## src/rtl/lcd_bus_writer.sv

```systemverilog
// HD44780 bus writer: one byte per request, programmable RS/DB setup, E pulse and hold times,
// 8- or 4-bit bus, command-dependent execution waits and cursor tracking with auto line wrap.
module lcd_bus_writer #(
  parameter int unsigned BUS_WIDTH = 8,
  parameter int unsigned T_AS      = 10,
  parameter int unsigned T_PW      = 25,
  parameter int unsigned T_H       = 5,
  parameter int unsigned T_CMD     = 4000,
  parameter int unsigned T_CLR     = 164000,
  parameter int unsigned COLS      = 16,
  parameter int unsigned LINES     = 2,
  parameter int unsigned AUTO_WRAP = 1
) (
  input  logic                 clk,
  input  logic                 reset,
  input  logic                 req,
  input  logic                 is_data,
  input  logic                 nibble,
  input  logic [7:0]           wr_byte,
  output logic                 ready,
  output logic                 done,
  output logic [5:0]           col,
  output logic                 line,
  output logic                 lcd_rs,
  output logic                 lcd_rw,
  output logic                 lcd_e,
  output logic [BUS_WIDTH-1:0] lcd_db
);

  localparam int unsigned TWaitMax = (T_CMD > T_CLR) ? T_CMD : T_CLR;
  localparam int unsigned TPh1     = (T_AS > T_PW) ? T_AS : T_PW;
  localparam int unsigned TPhMax   = (TPh1 > T_H) ? TPh1 : T_H;
  localparam int unsigned TMax     = (TWaitMax > TPhMax) ? TWaitMax : TPhMax;
  localparam int unsigned CntW     = $clog2(TMax + 1);

  localparam logic [CntW-1:0] LdAs  = CntW'(T_AS - 1);
  localparam logic [CntW-1:0] LdPw  = CntW'(T_PW - 1);
  localparam logic [CntW-1:0] LdH   = CntW'(T_H - 1);
  localparam logic [CntW-1:0] LdCmd = CntW'(T_CMD - 1);
  localparam logic [CntW-1:0] LdClr = CntW'(T_CLR - 1);
  localparam logic [5:0]      ColsV = 6'(COLS);

  typedef enum logic [2:0] {StIdle, StSetup, StEHigh, StHold, StWait} state_e;

  state_e                state_q, state_d;
  logic [CntW-1:0]       cnt_q, cnt_d;
  logic [7:0]            byte_q, byte_d;
  logic                  data_q, data_d;
  logic                  nib_q, nib_d;
  logic                  low_q, low_d;
  logic                  rs_q, rs_d;
  logic [BUS_WIDTH-1:0]  db_q, db_d;
  logic                  e_q, e_d;
  logic                  done_q, done_d;
  logic [5:0]            col_q, col_d;
  logic                  line_q, line_d;
  logic                  is_clr;
  logic                  wrap_line;
  logic [CntW-1:0]       wait_ld;

  // On a 4-bit bus the high nibble goes out first.
  function automatic logic [BUS_WIDTH-1:0] hi_part(input logic [7:0] b);
    logic [7:0] s;
    s = b >> (8 - BUS_WIDTH);
    return s[BUS_WIDTH-1:0];
  endfunction

  function automatic logic [BUS_WIDTH-1:0] lo_part(input logic [7:0] b);
    return b[BUS_WIDTH-1:0];
  endfunction

  always_comb begin
    state_d   = state_q;
    cnt_d     = cnt_q;
    byte_d    = byte_q;
    data_d    = data_q;
    nib_d     = nib_q;
    low_d     = low_q;
    rs_d      = rs_q;
    db_d      = db_q;
    done_d    = 1'b0;
    col_d     = col_q;
    line_d    = line_q;
    is_clr    = !data_q && (byte_q[7:2] == 6'd0) && (byte_q[1:0] != 2'd0);
    wait_ld   = is_clr ? LdClr : LdCmd;
    wrap_line = (LINES == 2) ? ~line_q : 1'b0;

    unique case (state_q)
      StIdle: begin
        if (req) begin
          byte_d  = wr_byte;
          data_d  = is_data;
          nib_d   = (BUS_WIDTH == 4) && nibble;
          low_d   = 1'b0;
          rs_d    = is_data;
          db_d    = hi_part(wr_byte);
          cnt_d   = LdAs;
          state_d = StSetup;
        end
      end
      StSetup: begin
        if (cnt_q == '0) begin
          cnt_d   = LdPw;
          state_d = StEHigh;
        end else begin
          cnt_d = cnt_q - CntW'(1);
        end
      end
      StEHigh: begin
        if (cnt_q == '0) begin
          cnt_d   = LdH;
          state_d = StHold;
        end else begin
          cnt_d = cnt_q - CntW'(1);
        end
      end
      StHold: begin
        if (cnt_q == '0) begin
          if ((BUS_WIDTH == 4) && !nib_q && !low_q) begin
            low_d   = 1'b1;
            db_d    = lo_part(byte_q);
            cnt_d   = LdAs;
            state_d = StSetup;
          end else begin
            cnt_d   = wait_ld;
            state_d = StWait;
            // Half-byte init writes never move the cursor.
            if (!nib_q) begin
              if (data_q) begin
                col_d = col_q + 6'd1;
              end else if (is_clr) begin
                col_d  = 6'd0;
                line_d = 1'b0;
              end else if (byte_q[7]) begin
                line_d = (LINES == 2) && byte_q[6];
                col_d  = byte_q[5:0];
              end
            end
          end
        end else begin
          cnt_d = cnt_q - CntW'(1);
        end
      end
      StWait: begin
        if (cnt_q == '0) begin
          if ((AUTO_WRAP != 0) && data_q && (col_q == ColsV)) begin
            // Wrap write is a command, so it can never trigger a second wrap.
            line_d  = wrap_line;
            col_d   = 6'd0;
            byte_d  = {1'b1, wrap_line, 6'd0};
            data_d  = 1'b0;
            nib_d   = 1'b0;
            low_d   = 1'b0;
            rs_d    = 1'b0;
            db_d    = hi_part({1'b1, wrap_line, 6'd0});
            cnt_d   = LdAs;
            state_d = StSetup;
          end else begin
            done_d  = 1'b1;
            state_d = StIdle;
          end
        end else begin
          cnt_d = cnt_q - CntW'(1);
        end
      end
      default: state_d = StIdle;
    endcase

    e_d = (state_d == StEHigh);
  end

  always_ff @(posedge clk) begin
    if (reset) begin
      state_q <= StIdle;
      cnt_q   <= '0;
      byte_q  <= 8'd0;
      data_q  <= 1'b0;
      nib_q   <= 1'b0;
      low_q   <= 1'b0;
      rs_q    <= 1'b0;
      db_q    <= '0;
      e_q     <= 1'b0;
      done_q  <= 1'b0;
      col_q   <= 6'd0;
      line_q  <= 1'b0;
    end else begin
      state_q <= state_d;
      cnt_q   <= cnt_d;
      byte_q  <= byte_d;
      data_q  <= data_d;
      nib_q   <= nib_d;
      low_q   <= low_d;
      rs_q    <= rs_d;
      db_q    <= db_d;
      e_q     <= e_d;
      done_q  <= done_d;
      col_q   <= col_d;
      line_q  <= line_d;
    end
  end

  assign ready  = reset || (state_q == StIdle);
  assign done   = done_q;
  assign col    = col_q;
  assign line   = line_q;
  assign lcd_rs = rs_q;
  assign lcd_rw = 1'b0;
  assign lcd_e  = e_q;
  assign lcd_db = db_q;

endmodule

```

## config.mk

```make
export PLATFORM = sky130hd
export DESIGN_NAME = lcd_bus_writer
export DESIGN_NICKNAME = d
export VERILOG_FILES = /design/src/rtl/lcd_bus_writer.sv
export SDC_FILE = /design/constraint.sdc
export NUM_CORES = 1
export LEC_CHECK = 0
export CORE_ASPECT_RATIO = 0.5
export CORE_MARGIN = 5
export CORE_UTILIZATION = 40
export CTS_BUF_LIST = sky130_fd_sc_hd__clkbuf_4
export CTS_CLUSTER_SIZE = 40
export DETAILED_ROUTE_END_ITERATION = 8
export PLACE_DENSITY = 0.66
export SYNTH_ARGS = -nofsm -noshare
export SYNTH_HDL_FRONTEND = slang
export SYNTH_SLANG_ARGS = --single-unit
```

## constraint.sdc

```tcl
create_clock -name clk -period 2.13 [get_ports clk]
set_input_delay 0.3195 -clock clk [delete_from_list [all_inputs] [get_ports clk]]
set_output_delay 0.3195 -clock clk [all_outputs]
set_load 0.005 [all_outputs]
```

==> out/metrics.csv <==
metric,value,unit
status,finished clean,
drc_errors,0,
period_share,98.7,%
worstSetupPathType,flop to primary output,
via_per_inst,5.91,
rsz0062_at_grt,no,
max_cap_viol_count,0,
die_y,66.1,microns
tns,0,ns
fin_nets,404,
cts_root_buffer,clkbuf_4,
row_count,20,
switching_share,49.4,%
synth_most_common_cell,dfxtp_1,
seqPwrFrac,20.6,%
skew,0.00891,ns
die_x,122,microns
p_leak,1.17,nW
synth.top_cell.area_share,31.0,%
p_total,0.00590,W
peakVddDrop,0.647,mV
grt_pass1_wl,13600,microns
startpoint_type,flop,
cts-htree-levels,2,
crit_chain,"or2_2, o21ai_0, clkdlybuf4s50_1",
vias,2809,
slew_headroom,57.1,%
finalHoldViolCount,0,
switching_power,0.00292,W
grt_max_degree,26,
cts_resized,0,
synth_top_cells_by_count,"dfxtp_1, a21oi_1, nand2_1, nand3_1, nor2_1",
ys_top_cells_by_area,"dfxtp_1, a21oi_1, nand3_1",
drt-initial-drc-count,235,
hp-class,flop to flop,
cts_tree,done,
firstDrtPassIters,5,
critPathCaptureType,primary output,
gp_congestion,0.952,
ys_types,62,
period_minus_slack,2.10,ns
top_layer_used,met4,
worstMarginPinSlew,0.640,ns
grt.total_usage,21.4,%
cts.sinks,39,
finalSetupViolCount,0,
yosysSeqAreaShare,31.0,%
fillers,597,
syn_inst,323,
ctsHoldBuffers,0,
crit_fanout,5,
grt_pass1_vias,2751,
n_antenna_cell,0,
syn2layout_area_growth,30.6,%
critPathMaxStageDelay,0.54,ns
synthArstFlopShare,0,%
synth-seq-cells,39,
drt-wirelength-per-cell,17.1,microns
wl_met2,3710,microns
maxSlewViolCount,0,
antenna_left,0,
clk_latency,0.37,ns
io_pins,33,
cp.required,1.81,ns
cts_buffers,5,
synth-edff-count,0,
drt-total-wl,8130,microns
hpwlAfterDp,6150,microns
synth-main-ff-cell,dfxtp_1,
slowest_stage,clkdlybuf4s50_1,
clkTransAtPathRegs,0.11,ns
powerDensity,1800,mW/mm^2
yosys.area.top_type,dfxtp_1,
p_int,0.00299,W
synth_warnings,0,
clk_path_buf_depth,2,
p_clk_share,6.3,%
initial_core_util,41.4,%
routed-wl-met3,537,microns
drive_above_1_share,19.9,%
post_cts_buffers,0,
coreArea,0.00608,sq mm
syn-num-nets,340,
grt.overflow.total,0,
syn_avg_cell_area,7.79,sq um
cp.arrival,1.78,ns
wl_met1,3810,microns
fmax,0.476,GHz
die-area,0.00807,sq mm
p_comb_share,73.1,%
grt_antenna_before_repair,0,
syn_area,0.00252,sq mm
portBuffers,30,
critical path, delay by kind of cell, from the launching register on:
family / cells / cell delay (ns)
simple gates: 1 / 0.33
buf+inv: 1 / 0.54
flops: 1 / 0.38
compound gates: 1 / 0.17
per-layer routing:
metal,up-vias,track usage [%]
li1,1364,-
met1,1334,29.8
met2,99,34.3
met3,12,4.10
met4,0,5.16
met5,-,0
per-stage QoR:
step	hold slack [ns]	cells	setup WS [ns]	util (%)	cell area [sq um]
floorplan	0.443	323	0.199	-	2520
global placement	0.460	468	0.0878	52.3	3180
detailed placement	0.472	468	0.0543	52.3	3180
CTS	0.487	475	0.0218	53.1	3230
global route	0.525	475	0.000369	54.1	3290
finish	0.486	475	0.0284	54.1	3290
power by group through the flow:
stage	Clock, W	Sequential (W)	Combinational [W]
3_5_place_dp	0	0.00121	0.00401
6_report	0.000375	0.00122	0.00431
4_1_cts	0.000387	0.00119	0.00404
3_3_place_gp	0	0.00120	0.00399
2_1_floorplan	0	0.00117	0.00239
5_1_grt	0.000429	0.00125	0.00471
layout by cell type, fill, tap and decap left out, types with 2 or more instances in the layout:
master,count
a21boi_0,2
or4_1,6
nor3_1,8
or3_1,8
o32ai_1,2
o211ai_1,7
o21ai_0,18
a21o_1,3
dfxtp_1,38
nand2_1,22
nor3_2,2
clkdlybuf4s50_1,30
nor4_2,3
o21ai_1,2
a21oi_1,29
nand4_1,11
and3_1,2
buf_4,48
nand2b_1,3
nand3_1,21
or2_2,3
nor4_4,2
a41oi_1,2
inv_1,11
nor2_1,20
nor2b_1,2
a32o_1,8
clkbuf_4,5
nor4_1,3
o31ai_1,2
xnor2_1,6
ha_1,4
and4_1,2
o41ai_1,2
xor2_1,3
nand3b_1,2
a31oi_1,10
o22ai_1,4
a31o_2,2
path summary, 6_finish.rpt:
kind	endpoint	slack, ns	start	cells after the start
setup / recovery	ready	0.03	state_q[1]	3
hold reg to reg	cnt_q[15]	0.49	cnt_q[15]	2
hold / removal	cnt_q[15]	0.49	cnt_q[15]	2
setup reg to reg	cnt_q[3]	0.09	cnt_q[10]	5
final cells by class:
| cell class | instances | area [sq um] | share of cell area (%) |
|---|---|---|---|
| multi-input combinational | 252 | 1650 | 50.1 |
| sequential | 39 | 782 | 23.8 |
| timing repair buffer | 78 | 661 | 20.1 |
| tap | 88 | 110 | 3.35 |
| inverter | 11 | 41.3 | 1.26 |
| clock buffer | 5 | 37.5 | 1.14 |
| clock inverter | 2 | 8.76 | 0.266 |
cells by family after synthesis:
| family | after synthesis | synth area share, % |
|---|---|---|
| simple gates | 130 | 29.3 |
| compound gates | 108 | 28.6 |
| flops | 39 | 31.0 |
| buf+inv | 32 | 5.77 |
| xor+xnor | 9 | 3.13 |
| fa+ha+maj | 4 | 1.99 |
| other cells | 1 | 0.149 |
flip-flops by register name, summed over array words and instances (netlist names):
register and flops:
col 6, cnt_q 18, state_q 3, lcd_rs 1, lcd_db 8, line 1
done 1, lcd_e 1
Power figures use the tool's default switching activity.
